--- src/rtl/mul_functional_unit_pkg.sv ---
// -----------------------------------------------------------------------------
// mul_functional_unit_pkg
// Shared definitions for the MUL functional unit of the Tomasulo datapath:
//   - DEF_DATA_W / DEF_TAG_W : default operand and tag widths
//   - TAG_W/TAG_X/TAG_Y/TAG_Z : MUL reservation-station row tags (w/x/y/z)
//   - SANITY                  : operand value the reservation station drives
//                               while it has nothing to issue
//   - mul_fu_state_t          : functional-unit FSM state encoding
// Note: the row tag constant TAG_W shares its name with the TAG_W width
// parameter of the unit; inside the unit the parameter wins, so the width
// default is exported here as DEF_TAG_W.
// -----------------------------------------------------------------------------
package mul_functional_unit_pkg;

    localparam int DEF_DATA_W = 8;
    localparam int DEF_TAG_W  = 3;

    // MUL rows carry the tag MSB set so they never alias the all-zero reset tag
    localparam logic [DEF_TAG_W-1:0] TAG_W = 3'd4;
    localparam logic [DEF_TAG_W-1:0] TAG_X = 3'd5;
    localparam logic [DEF_TAG_W-1:0] TAG_Y = 3'd6;
    localparam logic [DEF_TAG_W-1:0] TAG_Z = 3'd7;

    localparam logic [DEF_DATA_W-1:0] SANITY = 8'h00;

    typedef enum logic [1:0] {
        ST_IDLE = 2'd0,
        ST_EXEC = 2'd1,
        ST_DONE = 2'd2
    } mul_fu_state_t;

endpackage : mul_functional_unit_pkg

--- src/rtl/mul_functional_unit_shift_add_core.sv ---
// -----------------------------------------------------------------------------
// shift_add_core
// Iterative shift-add datapath: 2*DATA_W accumulator, multiplicand/multiplier
// shift registers and step counter. One partial product per cycle.
// Ports:
//   clk, rst_n  : clock, asynchronous active-low reset
//   start_i     : load operands, clear accumulator, counter = DATA_W-1
//   a_i, b_i    : multiplicand, multiplier
//   done_o      : high during the final step (counter at 0)
//   product_o   : accumulator including the current step's partial product;
//                 equals the full product while done_o is high
// -----------------------------------------------------------------------------
module shift_add_core
    import mul_functional_unit_pkg::*;
#(
    parameter int DATA_W = DEF_DATA_W
) (
    input  logic                  clk,
    input  logic                  rst_n,
    input  logic                  start_i,
    input  logic [DATA_W-1:0]     a_i,
    input  logic [DATA_W-1:0]     b_i,
    output logic                  done_o,
    output logic [2*DATA_W-1:0]   product_o
);

    localparam int CNT_W = (DATA_W > 1) ? $clog2(DATA_W) : 1;

    logic [2*DATA_W-1:0] acc_q, acc_d;
    logic [2*DATA_W-1:0] mcand_q, mcand_d;
    logic [DATA_W-1:0]   mplier_q, mplier_d;
    logic [CNT_W-1:0]    cnt_q, cnt_d;
    logic                run_q, run_d;
    logic [2*DATA_W-1:0] acc_sum_s;

    // Partial-product add for the current step and completion detect
    always_comb begin
        acc_sum_s = acc_q;
        if (mplier_q[0]) begin
            acc_sum_s = acc_q + mcand_q;
        end else begin
            acc_sum_s = acc_q;
        end
        product_o = acc_sum_s;
        done_o    = run_q && (cnt_q == {CNT_W{1'b0}});
    end

    // Next-state: load on start, one shift-add step per cycle while running
    always_comb begin
        acc_d    = acc_q;
        mcand_d  = mcand_q;
        mplier_d = mplier_q;
        cnt_d    = cnt_q;
        run_d    = run_q;
        if (start_i) begin
            acc_d    = {(2*DATA_W){1'b0}};
            mcand_d  = {{DATA_W{1'b0}}, a_i};
            mplier_d = b_i;
            cnt_d    = CNT_W'(DATA_W - 1);
            run_d    = 1'b1;
        end else if (run_q) begin
            acc_d    = acc_sum_s;
            mcand_d  = mcand_q << 1;
            mplier_d = mplier_q >> 1;
            cnt_d    = cnt_q - CNT_W'(1);
            run_d    = (cnt_q != {CNT_W{1'b0}});
        end else begin
            run_d    = 1'b0;
        end
    end

    // Datapath registers
    always_ff @(posedge clk or negedge rst_n) begin
        if (!rst_n) begin
            acc_q    <= {(2*DATA_W){1'b0}};
            mcand_q  <= {(2*DATA_W){1'b0}};
            mplier_q <= {DATA_W{1'b0}};
            cnt_q    <= {CNT_W{1'b0}};
            run_q    <= 1'b0;
        end else begin
            acc_q    <= acc_d;
            mcand_q  <= mcand_d;
            mplier_q <= mplier_d;
            cnt_q    <= cnt_d;
            run_q    <= run_d;
        end
    end

endmodule : shift_add_core

--- src/rtl/mul_functional_unit.sv ---
// -----------------------------------------------------------------------------
// mul_functional_unit
// Iterative DATA_W x DATA_W multiplier fed by the MUL reservation station.
// Accepts an operand pair + tag in IDLE, runs DATA_W shift-add cycles, then
// requests the CDB and holds result/tag until granted.
// Ports:
//   clk, rst_n          : clock, asynchronous active-low reset
//   op_valid/op_a/op_b/op_tag : issue request (ignored, and flagged, while busy)
//   busy                : MUL_Status back to the reservation station
//   cdb_req / cdb_grant : CDB handshake (grant only acted on in DONE)
//   cdb_result/cdb_tag  : product and producing tag, qualify with cdb_req
//   ovf                 : product did not fit in DATA_W bits
//   protocol_err        : sticky, issue attempted while busy
// Build option: define MUL_FU_SAT_EN to saturate cdb_result to all ones on
// overflow; otherwise the result is the truncated low DATA_W bits.
// -----------------------------------------------------------------------------
module mul_functional_unit #(
    parameter int DATA_W = mul_functional_unit_pkg::DEF_DATA_W,
    parameter int TAG_W  = mul_functional_unit_pkg::DEF_TAG_W
) (
    input  logic              clk,
    input  logic              rst_n,
    input  logic              op_valid,
    input  logic [DATA_W-1:0] op_a,
    input  logic [DATA_W-1:0] op_b,
    input  logic [TAG_W-1:0]  op_tag,
    output logic              busy,
    output logic              cdb_req,
    input  logic              cdb_grant,
    output logic [DATA_W-1:0] cdb_result,
    output logic [TAG_W-1:0]  cdb_tag,
    output logic              ovf,
    output logic              protocol_err
);

    import mul_functional_unit_pkg::*;

    mul_fu_state_t       state_q, state_d;
    logic [TAG_W-1:0]    tag_q, tag_d;
    logic                busy_q, busy_d;
    logic                req_q, req_d;
    logic [DATA_W-1:0]   result_q, result_d;
    logic [TAG_W-1:0]    ctag_q, ctag_d;
    logic                ovf_q, ovf_d;
    logic                perr_q, perr_d;

    logic                start_s;
    logic                core_done_s;
    logic [2*DATA_W-1:0] core_prod_s;
    logic                prod_ovf_s;
    logic [DATA_W-1:0]   result_sel_s;

    shift_add_core #(
        .DATA_W (DATA_W)
    ) u_core (
        .clk       (clk),
        .rst_n     (rst_n),
        .start_i   (start_s),
        .a_i       (op_a),
        .b_i       (op_b),
        .done_o    (core_done_s),
        .product_o (core_prod_s)
    );

    // Overflow detect and result selection (saturating or truncating build)
    always_comb begin
        prod_ovf_s = (core_prod_s[2*DATA_W-1:DATA_W] != {DATA_W{1'b0}});
`ifdef MUL_FU_SAT_EN
        if (prod_ovf_s) begin
            result_sel_s = {DATA_W{1'b1}};
        end else begin
            result_sel_s = core_prod_s[DATA_W-1:0];
        end
`else
        result_sel_s = core_prod_s[DATA_W-1:0];
`endif
    end

    // FSM next-state, CDB capture and sticky protocol error
    always_comb begin
        state_d  = state_q;
        tag_d    = tag_q;
        result_d = result_q;
        ctag_d   = ctag_q;
        ovf_d    = ovf_q;
        start_s  = 1'b0;
        // busy_q is 0 in IDLE, so a legal issue never sets the flag
        perr_d   = perr_q | (op_valid & busy_q);
        case (state_q)
            ST_IDLE: begin
                if (op_valid) begin
                    start_s = 1'b1;
                    tag_d   = op_tag;
                    state_d = ST_EXEC;
                end else begin
                    state_d = ST_IDLE;
                end
            end
            ST_EXEC: begin
                if (core_done_s) begin
                    result_d = result_sel_s;
                    ctag_d   = tag_q;
                    ovf_d    = prod_ovf_s;
                    state_d  = ST_DONE;
                end else begin
                    state_d  = ST_EXEC;
                end
            end
            ST_DONE: begin
                if (cdb_grant) begin
                    state_d = ST_IDLE;
                end else begin
                    state_d = ST_DONE;
                end
            end
            default: begin
                state_d = ST_IDLE;
            end
        endcase
        busy_d = (state_d != ST_IDLE);
        req_d  = (state_d == ST_DONE);
    end

    // State and registered outputs
    always_ff @(posedge clk or negedge rst_n) begin
        if (!rst_n) begin
            state_q  <= ST_IDLE;
            tag_q    <= {TAG_W{1'b0}};
            busy_q   <= 1'b0;
            req_q    <= 1'b0;
            result_q <= {DATA_W{1'b0}};
            ctag_q   <= {TAG_W{1'b0}};
            ovf_q    <= 1'b0;
            perr_q   <= 1'b0;
        end else begin
            state_q  <= state_d;
            tag_q    <= tag_d;
            busy_q   <= busy_d;
            req_q    <= req_d;
            result_q <= result_d;
            ctag_q   <= ctag_d;
            ovf_q    <= ovf_d;
            perr_q   <= perr_d;
        end
    end

    assign busy         = busy_q;
    assign cdb_req      = req_q;
    assign cdb_result   = result_q;
    assign cdb_tag      = ctag_q;
    assign ovf          = ovf_q;
    assign protocol_err = perr_q;

endmodule : mul_functional_unit
--- config.mk ---
export PLATFORM = sky130hd
export DESIGN_NAME = mul_functional_unit
export DESIGN_NICKNAME = d
export VERILOG_FILES = /design/src/rtl/mul_functional_unit_pkg.sv /design/src/rtl/mul_functional_unit_shift_add_core.sv /design/src/rtl/mul_functional_unit.sv
export SDC_FILE = /design/constraint.sdc
export NUM_CORES = 1
export LEC_CHECK = 0
export CAP_MARGIN = 20
export CORE_ASPECT_RATIO = 0.9
export CORE_MARGIN = 2
export CORE_UTILIZATION = 26
export DETAILED_ROUTE_END_ITERATION = 16
export GPL_TIMING_DRIVEN = 0
export PLACE_DENSITY = 0.39
export RECOVER_POWER = 100
export SYNTH_ARGS = -nofsm -noshare
export SYNTH_HDL_FRONTEND = slang
export SYNTH_SLANG_ARGS = --single-unit
--- constraint.sdc ---
create_clock -name clk -period 2.75 [get_ports clk]
set_input_delay 0.55 -clock clk [delete_from_list [all_inputs] [get_ports clk]]
set_output_delay 0.55 -clock clk [all_outputs]
set_load 0.02 [all_outputs]
==> results by group, run 1 <==
STA
  • Final Max Tran Viols: 65
  • RSZ-0062 raised after global routing: yes
  • Fmax: 0.372 GHz
  • Final-report hold violation count: 0
  • Final period util: 97.7%
  • Final Critical Period: 2.69 ns
  • Setup-failing EPs final: 0
  • Max-slew headroom: -11.1%
  • Min Hold Slack: 0.455 ns
  • Worst clock skew: 0.00560 ns
  • Final worst setup slack: 0.0640 ns
  • Actual slew at the worst max-slew pin: 1.67 ns
  • Setup tns final: 0 ns

Synthesis
  • Yosys synthesis warning count: 0
  • Yosys top cell area share: 45.1%
  • Leading area contributor after synthesis: dfrtp_1
  • Syn_nets: 410
  • Post-synth ARST share: 100%
  • Post-synth EDFFs: 0
  • Mean Syn Cell Area: 9.63 µm²
  • Ys flop type: dfrtp_1
  • Yosys cell types: 47
  • Seq/Total Area, Yosys: 45.1%
  • Main area contributors after synthesis: dfrtp_1, mux2i_1, ha_1
  • Mapped cell area: 0.00355 mm²
  • Synth Register Bits: 64
  • Cells after Synth: 369
  • Count leader, synth: dfrtp_1
  • Commonest cells post-synth: dfrtp_1, nand2_1, nor2_1, a21oi_1, mux2i_1

Min path
  • HP Class: reg -> reg
  • WHS Path Cells: 1

Setup path
  • CP max stage delay: 0.42 ns
  • Worst setup path endpoint: ovf$_DFFE_PN0P_
  • CP Max Fanout: 3
  • Critical Path Slowest Stage Cell: dfrtp_1
  • CP required: 2.95 ns
  • Worst path cell trace: ha_4, fa_2, a211oi_2, o21bai_2, o21a_2, or2_1, xor2_1, mux2i_1, nor4b_2, a31oi_1
  • Critical Path Source: u_core.mcand_q[0]$_DFFE_PN0P_
  • Worst Path Arrival: 2.88 ns
  • WS Path Type: reg -> reg
  • Startpoint of the worst-slack reg-to-reg timing path: u_core.mcand_q[0]$_DFFE_PN0P_
  • CP Launch Type: flop
  • Reg-to-reg slack, setup: 0.06 ns
  • R2R cell count: 10
  • Element type at the critical path end: flop
  • FF-to-FF End: ovf$_DFFE_PN0P_

Power
  • Max VDD drop: 0.405 mV
  • Net Sw Frac: 41.0%
  • Leakage: 0.00201 µW
  • Sequential share of power: 31.4%
  • Switching power: 2110 µW
  • Total internal power: 3040 µW
  • Combinational group share of total power: 48.7%
  • Pwr Density: 1150 mW/mm²
  • Tot Pwr: 5150 µW
  • Clock power share: 19.9%

Clock network
  • CTS tree: built
  • Inserted Clock Buffers: 9
  • Htree depth: 3
  • Max Root-Sink Buffers: 2
  • Clk Latency, worst-skew pair: 0.32 ns
  • Clk slew on worst S/H paths: 0.05 ns
  • Clock Sinks: 64
  • Clk root buf: clkbuf_16

Floorplanning
  • Initial core utilization: 26.6%
  • CORE AREA: 0.0134 mm²
  • Die width: 127 µm
  • Die ar.: 0.0146 mm²
  • Row Count: 40
  • Io pins: 38
  • Chip height: 115 µm

Drt
  • Via count: 2801
  • Met2 Routed Length: 4280 µm
  • 1st-iter DRT viols: 111
  • Met3 WL post-DR: 280 µm
  • ANT nets after route: 0
  • Post-route DRC: 0
  • First-pass DRT Iterations: 4
  • Vias/cell: 4.74
  • Routed wirelength normalized by instance count: 15.6 µm
  • M1 wire length: 4630 µm
  • DR top layer: met4
  • Final wirelength: 9220 µm

Status
  • Status: finished, violations left
  • Failing checks: max-capacitance violations, max-slew violations

Run
  • Number of max-cap violations: 1

Global routing
  • Largest net degree at the start of global routing: 65
  • Vias in the first global route: 2830
  • First-pass GRT wire length: 15000 µm
  • Total grt overflow: 0
  • Initial antenna violation count: 0
  • GRT Total Usage: 13.4%

Cells and area
  • Share of cells above drive strength 1: 10.2%
  • Final core occ: 33.4%
  • Fin nets: 462
  • Layout area overhead: 25.5%
  • # diodes: 0

Placed design
  • PortBufs: 37
  • Routability cong.: 0.819
  • Setup WS pre-CTS: -0.0914 ns
  • Post-DP HPWL: 6690 µm
[critical path, delay by kind of cell (launching register included)]
family | cells | cell delay, ns
AOI/OAI and AO/OA | 4 | 0.75
DFF | 1 | 0.42
and+or+nand+nor | 2 | 0.45
xor gates and xnor gates | 1 | 0.14
adders and majority gates | 2 | 0.58
muxes | 1 | 0.22
[metal layers]
| layer | up-vias | global-route usage, % |
|---|---|---|
| li1 | 1392 | - |
| met1 | 1365 | 18.5 |
| met2 | 42 | 21.1 |
| met3 | 2 | 4.09 |
| met4 | 0 | 2.64 |
| met5 | - | 0 |
[logic make-up (layout without fill, tap and decap cells)]
logic type / Yosys count / in the layout / synth area share, %
compound gates: 91 / 91 / 16.0
xor+xnor: 17 / 17 / 4.19
fa+ha+maj: 18 / 18 / 6.55
buf+inv: 26 / 80 / 3.48
flops: 64 / 64 / 45.1
mux: 36 / 36 / 10.3
simple gates: 117 / 117 / 14.4
[through the flow]
stage | cells | instance area, µm²
2_1_floorplan | 369 | 3550
4_1_cts | 587 | 4410
5_1_grt | 591 | 4460
3_5_place_dp | 574 | 4130
3_3_place_gp | 574 | 4140
6_report | 591 | 4460
[what timing repair did]
item                                    in CTS  in global routing
endpoints found under the setup margin       1                  2
hold buffers                                 0                  0
buffers inserted                             0                  4
gates resized for setup                      3                  3
pin swaps                                    1                  8
[cell usage in the layout (no fill, tap or decap), types with 5 or more instances in the layout]
| cell | count |
|---|---|
| ha_1 | 16 |
| a21oi_1 | 32 |
| a21o_1 | 6 |
| clkbuf_1 | 13 |
| inv_1 | 8 |
| xor2_1 | 6 |
| xnor2_1 | 10 |
| o211ai_1 | 5 |
| dlygate4sd3_1 | 16 |
| clkdlybuf4s50_1 | 20 |
| nor2_1 | 37 |
| nand2_1 | 54 |
| mux2_2 | 6 |
| clkbuf_16 | 9 |
| mux2i_1 | 30 |
| o21ai_0 | 28 |
| dfrtp_1 | 64 |
[registers in the layout, summed over array words and instances, names as in the netlist, 2 cells and up]
name and flops:
cdb_result 8, u_core.mplier_q 8, u_core.cnt_q 3, cdb_tag 3, u_core.mcand_q 16, state_q 2
u_core.acc_q 16, tag_q 3
[cell type report]
| class | instances | area (µm²) |
|---|---|---|
| fill | 1383 | 8900 |
| inverter | 8 | 30.0 |
| clock buffer | 12 | 256 |
| tap | 168 | 210 |
| buffer | 18 | 93.8 |
| clock inverter | 1 | 5.00 |
| timing repair buffer | 41 | 395 |
| sequential | 64 | 1600 |
| multi-input combinational | 279 | 1870 |
[worst min-delay path by stage]
stage                           startpoint                         to  slack, ns
global placement    protocol_err$_DFF_PN0_     protocol_err$_DFF_PN0_       0.44
floorplan                            rst_n             busy$_DFF_PN0_       0.25
detailed placement  protocol_err$_DFF_PN0_     protocol_err$_DFF_PN0_       0.45
global route          tag_q[2]$_DFFE_PN0P_       tag_q[2]$_DFFE_PN0P_       0.50
CTS                                  rst_n  cdb_result[5]$_DFFE_PN0P_       0.37
finish              protocol_err$_DFF_PN0_     protocol_err$_DFF_PN0_       0.45
[power groups by stage]
stage / Clock, µW / Combinational (µW) / Sequential [µW]
floorplan: 0 / 1690 / 1660
global placement: 0 / 2470 / 1640
detailed placement: 0 / 2500 / 1640
CTS: 1060 / 2530 / 1630
global route: 1110 / 2800 / 1680
finish: 1020 / 2510 / 1620
Power figures use the tool's default switching activity.
==> run 2, diff against run 1 <==
--- a/config.mk
+++ b/config.mk
@@ -7,7 +7,6 @@
 export LEC_CHECK = 0
 export CAP_MARGIN = 20
 export CORE_ASPECT_RATIO = 0.9
-export CORE_MARGIN = 2
 export CORE_UTILIZATION = 26
 export DETAILED_ROUTE_END_ITERATION = 16
 export GPL_TIMING_DRIVEN = 0
==> run 2 against run 1 <==
Clock-buffer cell count shrank 1. Largest cell class unchanged. Worst setup slack gained 0.021 ns. Total power shrank 0.54%. Worst hold slack lost 0.0097 ns. Fmax grew 0.81%. Global-route usage grew 0.77 points. Sequential share of layout area grew 0.11 points. Sequential cell count is the same. The run still ends with max-capacitance violations, max-slew violations left.
==> results by group, run 2 (synthesis gave the netlist of run 1 again) <==
Cells and area
  • Final cell count without fillers: 595 (+0.68%)
  • Most common cell after layout, fill and taps aside: dfrtp_1
  • Most frequent cells in the layout: dfrtp_1, nand2_1, nor2_1, a21oi_1, mux2i_1
  • Layout area overhead: 25.1%
  • FILL cells: 1390 (+0.51%)
  • # diodes: 0 (unchanged)
  • Share of cells above drive strength 1: 10.1% (-0.095 points)
  • Fin nets: 464 (+0.43%)
  • Top flop regs: u_core.acc_q (16), u_core.mcand_q (16)

Floorplanning
  • Initial core utilization: 26.6% (unchanged)
  • CORE AREA: 0.0134 mm² (unchanged)
  • Chip height: 113 µm (-1.7%)
  • Die width: 125 µm (-1.6%)
  • Row Count: 40 (unchanged)
  • Die ar.: 0.0141 mm² (-3.3%)
  • Io pins: 38 (unchanged)

Global routing
  • GRT Total Usage: 14.2% (+0.77 points)
  • First-pass GRT wire length: 15500 µm (+3.0%)
  • Total grt overflow: 0 (unchanged)
  • Largest net degree at the start of global routing: 64 (-1.5%)
  • Vias in the first global route: 2913 (+2.9%)
  • Initial antenna violation count: 0 (unchanged)

Clock network
  • Clk root buf: clkbuf_16
  • Clk Latency, worst-skew pair: 0.33 ns (about the same)
  • CTS tree: built
  • Inserted Clock Buffers: 9 (unchanged)
  • Htree depth: 3 (unchanged)
  • Clock Sinks: 64 (unchanged)
  • Max Root-Sink Buffers: 2 (unchanged)
  • Clk slew on worst S/H paths: 0.05 ns (about the same)

Setup path
  • CP Max Fanout: 3 (unchanged)
  • WS Path Type: reg -> reg
  • R2R cell count: 10 (unchanged)
  • Worst Path Arrival: 2.86 ns (-0.02 ns)
  • Worst setup path endpoint: ovf$_DFFE_PN0P_
  • Worst path cell trace: ha_2, fa_2, a211oi_2, o21bai_2, o21a_2, or2_1, xor2_1, mux2i_1, nor4b_2, a31oi_1
  • Startpoint of the worst-slack reg-to-reg timing path: u_core.acc_q[0]$_DFFE_PN0P_
  • Critical Path Slowest Stage Cell: dfrtp_1
  • FF-to-FF End: ovf$_DFFE_PN0P_
  • CP Launch Type: flop
  • Reg-to-reg slack, setup: 0.09 ns (+0.02 ns)
  • Element type at the critical path end: flop
  • CP required: 2.94 ns (about the same)
  • Critical Path Source: u_core.acc_q[0]$_DFFE_PN0P_
  • CP max stage delay: 0.39 ns (-0.03 ns)

Drt
  • Post-route DRC: 0 (unchanged)
  • Via count: 2790 (-0.39%)
  • Final wirelength: 9300 µm (+0.80%)
  • Vias/cell: 4.69 (-1.1%)
  • Routed wirelength normalized by instance count: 15.6 µm (+0.12%)
  • ANT nets after route: 0 (unchanged)
  • First-pass DRT Iterations: 12 (+8)
  • 1st-iter DRT viols: 116 (+4.5%)

STA
  • Setup-failing EPs final: 0 (unchanged)
  • Worst clock skew: 0.00719 ns (+0.00159 ns)
  • RSZ-0062 raised after global routing: yes
  • Max-slew headroom: -8.67% (+2.4 points)
  • Fmax: 0.375 GHz (+0.81%)
  • Final period util: 96.9% (-0.78 points)
  • Actual slew at the worst max-slew pin: 1.63 ns (-0.0366 ns)
  • Final Critical Period: 2.66 ns (-0.0215 ns)
  • Final-report hold violation count: 0 (unchanged)
  • Final Max Tran Viols: 64 (-1.5%)

Placed design
  • Placed insts: 575 (+0.17%)
  • Routability cong.: 0.781 (-4.6%)
  • PortBufs: 37 (unchanged)
  • Post-DP HPWL: 6470 µm (-3.3%)

Power
  • Max VDD drop: 0.334 mV (-17%)
  • Clock power share: 19.8% (about the same)
  • Net Sw Frac: 41.8% (+0.77 points)
  • Pwr Density: 1150 mW/mm² (-0.23%)
  • Tot Pwr: 5120 µW (-0.54%)
  • Combinational group share of total power: 48.6% (about the same)
  • Sequential share of power: 31.6% (+0.2 points)
  • Leakage: 0.00200 µW (-0.15%)
  • Total internal power: 2980 µW (-1.8%)
  • Switching power: 2140 µW (+1.3%)

Min path
  • WHS Path Cells: 1 (unchanged)
  • HP Class: reg -> reg
  • HP Start: protocol_err$_DFF_PN0_

Status
  • Failing checks: max-capacitance violations, max-slew violations
  • Status: finished, violations left

Run
  • Number of max-cap violations: 1 (unchanged)
[run 2: changes by cell type in the layout (fill, tap and decap cells not counted), sizes merged]
cell,before,now
clkinv,1,3
buf,8,7
clkbuf,27,28
clkinvlp,0,1
dlygate4sd3,16,17
[run 2: worst min path at each step]
stage / slack, ns / end
floorplan: 0.25 / busy$_DFF_PN0_
global placement: 0.44 / protocol_err$_DFF_PN0_
detailed placement: 0.35 / cdb_result[5]$_DFFE_PN0P_
CTS: 0.46 / protocol_err$_DFF_PN0_
global route: 0.48 / protocol_err$_DFF_PN0_
finish: 0.45 / protocol_err$_DFF_PN0_
[run 2: area by class of cell]
| cell class | instances | area, µm² | area share [%] |
|---|---|---|---|
| Tap cell | 168 | 210 | 4.73 |
| Clock buffer | 11 | 233 | 5.23 |
| Timing Repair Buffer | 43 | 409 | 9.20 |
| Buffer | 18 | 87.6 | 1.97 |
| Multi-Input combinational cell | 279 | 1850 | 41.7 |
| Inverter | 8 | 30.0 | 0.675 |
| Clock inverter | 4 | 22.5 | 0.506 |
| Sequential cell | 64 | 1600 | 36.0 |
[run 2: layer usage]
| metal | part of all wire [%] | GRT usage (%) |
|---|---|---|
| met1 | 53 | 19.4 |
| met2 | 44 | 22.8 |
| met3 | 2.1 | 2.98 |
| met4 | 1.2 | 3.98 |
| met5 | 0 | 0 |
[run 2: what timing repair did]
action,in CTS,in global routing
pin swaps,2,7
hold buffers,1,0
resized for setup,3,3
setup buffers,0,4
setup endpoints to repair,1,12
hold endpoints to repair,1,0
[run 2: worst max-delay path, delay by kind of cell, from the launching register on]
family	cells	cell delay, ns
muxes	1	0.21
DFF	1	0.39
and+or+nand+nor	2	0.44
AOI/OAI and AO/OA	4	0.77
xor gates and xnor gates	1	0.14
adders and majority gates	2	0.57
[run 2: through the flow]
| stage | worst slack [ns] | area [µm²] | setup TNS [ns] | utilization, % | hold WS, ns |
|---|---|---|---|---|---|
| 5_1_grt | -0.117 | 4450 | -0.117 | 33.3 | 0.478 |
| 6_report | 0.0855 | 4450 | 0 | 33.3 | 0.445 |
| 3_3_place_gp | -1.32 | 4140 | -85.65 | 30.9 | 0.443 |
| 2_1_floorplan | 0.219 | 3550 | 0 | - | 0.254 |
| 4_1_cts | 0.0183 | 4440 | 0 | 33.2 | 0.456 |
| 3_5_place_dp | -0.207 | 4160 | -2.01 | 31.1 | 0.351 |
[run 2: power groups by stage]
stage | Combinational, µW | Clock (µW) | Sequential (µW)
global placement | 2480 | 0 | 1640
finish | 2490 | 1010 | 1620
detailed placement | 2490 | 0 | 1640
global route | 2780 | 1090 | 1670
CTS | 2530 | 1050 | 1630
floorplan | 1690 | 0 | 1660
==> run 3, diff against run 2 <==
--- a/config.mk
+++ b/config.mk
@@ -10,8 +10,8 @@
 export CORE_UTILIZATION = 26
 export DETAILED_ROUTE_END_ITERATION = 16
 export GPL_TIMING_DRIVEN = 0
-export PLACE_DENSITY = 0.39
 export RECOVER_POWER = 100
 export SYNTH_ARGS = -nofsm -noshare
 export SYNTH_HDL_FRONTEND = slang
 export SYNTH_SLANG_ARGS = --single-unit
+export TNS_END_PERCENT = 1
==> run 3 against run 2 <==
The flow still finishes with violations (max-capacitance violations, max-slew violations). First-iteration DRC count up 65%. Final area about the same. Clock-buffer cell count up 2. Sequential power about the same. Clock skew down 0.0022 ns. Sequential share of layout area about the same. Critical path depth unchanged. Non-clock buffer count down 6. Total power up 3.3%. Utilization about the same. Critical endpoint unchanged. Largest power group unchanged.
==> results by group, run 3 (synthesis gave the netlist of run 1 again) <==
Clock network
  • Clk Latency, worst-skew pair: 0.33 ns (about the same)
  • Clock Sinks: 64 (unchanged)
  • Clk root buf: clkbuf_16
  • Clk slew on worst S/H paths: 0.05 ns (about the same)
  • Max Root-Sink Buffers: 2 (unchanged)
  • CTS tree: built
  • Inserted Clock Buffers: 9 (unchanged)
  • Setup Fix Bufs, Post-CTS: 0 (unchanged)
  • Htree depth: 3 (unchanged)

Cells and area
  • # diodes: 0 (unchanged)
  • Final cell count without fillers: 590 (-0.84%)
  • Share of cells above drive strength 1: 9.00% (-1.1 points)
  • Fin nets: 458 (-1.3%)
  • Most common cell after layout, fill and taps aside: dfrtp_1
  • FILL cells: 1318 (-5.2%)
  • Layout area overhead: 25.2% (about the same)
  • Top flop regs: u_core.acc_q (16), u_core.mcand_q (16)
  • Most frequent cells in the layout: dfrtp_1, nand2_1, nor2_1, a21oi_1, mux2i_1
  • Final core occ: 33.3% (about the same)

STA
  • RSZ-0062 raised after global routing: yes
  • Min Hold Slack: 0.449 ns (+0.00440 ns)
  • Worst clock skew: 0.00503 ns (-0.00216 ns)
  • Max-slew headroom: -8.24% (+0.42 points)
  • Fmax: 0.365 GHz (-2.6%)
  • Final worst setup slack: 0.0135 ns (-0.0720 ns)
  • Final Critical Period: 2.74 ns (+0.0720 ns)
  • Final Max Tran Viols: 65 (+1.6%)
  • Final period util: 99.5% (+2.6 points)
  • Final-report hold violation count: 0 (unchanged)
  • Actual slew at the worst max-slew pin: 1.62 ns (-0.00631 ns)
  • Setup-failing EPs final: 0 (unchanged)

Drt
  • Post-route DRC: 0 (unchanged)
  • Routed wirelength normalized by instance count: 14.6 µm (-6.5%)
  • ANT nets after route: 0 (unchanged)
  • First-pass DRT Iterations: 10 (-2)
  • Final wirelength: 8620 µm (-7.3%)
  • 1st-iter DRT viols: 191 (+65%)
  • Via count: 2846 (+2.0%)
  • Vias/cell: 4.82 (+2.9%)

Status
  • Failing checks: max-capacitance violations, max-slew violations
  • Status: finished, violations left

Floorplanning
  • Row Count: 40 (unchanged)
  • Die width: 125 µm (unchanged)
  • Io pins: 38 (unchanged)
  • Die ar.: 0.0141 mm² (unchanged)
  • Initial core utilization: 26.6% (unchanged)
  • CORE AREA: 0.0134 mm² (unchanged)
  • Chip height: 113 µm (unchanged)

Power
  • Tot Pwr: 5290 µW (+3.3%)
  • Leakage: 0.00200 µW (-0.12%)
  • Sequential share of power: 30.7% (-0.9 points)
  • Switching power: 2110 µW (-1.6%)
  • Max VDD drop: 0.560 mV (+68%)
  • Pwr Density: 1190 mW/mm² (+3.2%)
  • Combinational group share of total power: 46.3% (-2.3 points)
  • Clock power share: 23.0% (+3.2 points)
  • Total internal power: 3190 µW (+6.8%)
  • Net Sw Frac: 39.8% (-2.0 points)

Global routing
  • Total grt overflow: 0 (unchanged)
  • Largest net degree at the start of global routing: 65 (+1.6%)
  • Initial antenna violation count: 0 (unchanged)
  • Vias in the first global route: 2854 (-2.0%)
  • GRT Total Usage: 12.9% (-1.3 points)
  • First-pass GRT wire length: 14400 µm (-7.3%)

Setup path
  • Crit-path leading delay family: compound AO/OA/AOI/OAI gates
  • CP max stage delay: 0.40 ns (about the same)
  • Reg-to-reg slack, setup: 0.01 ns (-0.07 ns)
  • Worst Path Arrival: 2.94 ns (+0.08 ns)
  • Worst path most repeated cell: a221oi_2
  • WS Path Type: reg -> reg
  • Element type at the critical path end: flop
  • CP bufs+invs: 0 (unchanged)
  • Critical Path Slowest Stage Cell: dfrtp_1
  • FF-to-FF End: ovf$_DFFE_PN0P_
  • CP Launch Type: flop
  • CP Max Fanout: 3 (unchanged)
  • Startpoint of the worst-slack reg-to-reg timing path: u_core.mcand_q[0]$_DFFE_PN0P_
  • Worst path cell trace: ha_2, fa_2, a211oi_2, o21bai_2, a221oi_2, xnor2_2, a221oi_2, o211ai_1, nor4b_2, a31oi_1
  • R2R cell count: 10 (unchanged)
  • CP required: 2.95 ns (about the same)

Placed design
  • PortBufs: 37 (unchanged)
  • Placed insts: 574 (-0.17%)
  • Post-DP HPWL: 6080 µm (-6.1%)
  • Routability cong.: 0.914 (+17%)
  • Setup WS pre-CTS: -0.109 ns (+0.0979 ns)

Min path
  • HP Class: reg -> reg
  • WHS Path Cells: 1 (unchanged)
  • Worst hold endpoint: protocol_err$_DFF_PN0_
  • HP Start: protocol_err$_DFF_PN0_

Run
  • Number of max-cap violations: 1 (unchanged)
==> run 3: cell types whose count changed in the layout (fill, tap and decap cells not counted) <==
cell | previous run | this run
bufinv_16 | 0 | 2
clkbuf_8 | 1 | 2
clkbuf_1 | 15 | 16
o21ai_1 | 1 | 2
o21ai_0 | 28 | 27
a221oi_2 | 1 | 2
a221oi_4 | 1 | 0
buf_4 | 4 | 0
clkbuf_2 | 3 | 2
clkinvlp_4 | 1 | 0
dlygate4sd3_1 | 17 | 16
clkinv_2 | 3 | 1
==> run 3: final cells by class <==
class	instances	area, µm²	area share (%)
buffer	18	86.3	1.94
clock buffer	13	250	5.62
clock inverter	3	65.1	1.46
sequential	64	1600	36.0
multi-input combinational	279	1840	41.4
tap	168	210	4.72
inverter	8	30.0	0.675
timing repair buffer	37	365	8.21
==> run 3: what timing repair did <==
action                     CTS  global route
pin swaps                    2             2
hold buffers                 0             0
gates resized for setup      3             1
setup endpoints to repair    1             1
==> run 3: metal layers <==
metal  up-vias  GRT usage (%)  share of wire (%)
li1       1393              -                  -
met1      1377           16.9                 48
met2        63           20.6                 46
met3        13           3.69                4.1
met4         0           4.15                1.7
met5         -              0                  0
==> run 3: metrics by stage <==
stage               setup TNS (ns)  area [µm²]
finish                           0        4450
global route                -0.369        4450
CTS                        -0.0100        4460
detailed placement          -0.951        4130
global placement            -65.25        4140
floorplan                        0        3550
==> run 3: how the worst max path moves through the flow <==
stage          cells after the start                              to  slack (ns)                          start
2_1_floorplan                     10                 ovf$_DFFE_PN0P_        0.22  u_core.mcand_q[0]$_DFFE_PN0P_
3_3_place_gp                       1   u_core.mcand_q[1]$_DFFE_PN0P_       -1.01                          rst_n
3_5_place_dp                       5  u_core.mcand_q[14]$_DFFE_PN0P_       -0.11                       op_valid
4_1_cts                           10                 ovf$_DFFE_PN0P_       -0.01  u_core.mcand_q[0]$_DFFE_PN0P_
5_1_grt                           10                 ovf$_DFFE_PN0P_       -0.06  u_core.mcand_q[0]$_DFFE_PN0P_
6_report                          10                 ovf$_DFFE_PN0P_        0.01  u_core.mcand_q[0]$_DFFE_PN0P_
==> run 3: worst reg2reg max path: stages (launching register included) <==
cell and delay (ns):
dfrtp_1 0.40, ha_2 0.22, fa_2 0.38, a211oi_2 0.24, o21bai_2 0.14, a221oi_2 0.33
xnor2_2 0.14, a221oi_2 0.29, o211ai_1 0.14, nor4b_2 0.23, a31oi_1 0.11
==> run 3: power by group through the flow <==
stage               combinational, µW  clock [µW]  sequential (µW)
finish                           2450        1220             1630
global placement                 2380           0             1630
global route                     2710        1280             1680
detailed placement               2440           0             1640
CTS                              2480        1240             1630
floorplan                        1690           0             1660
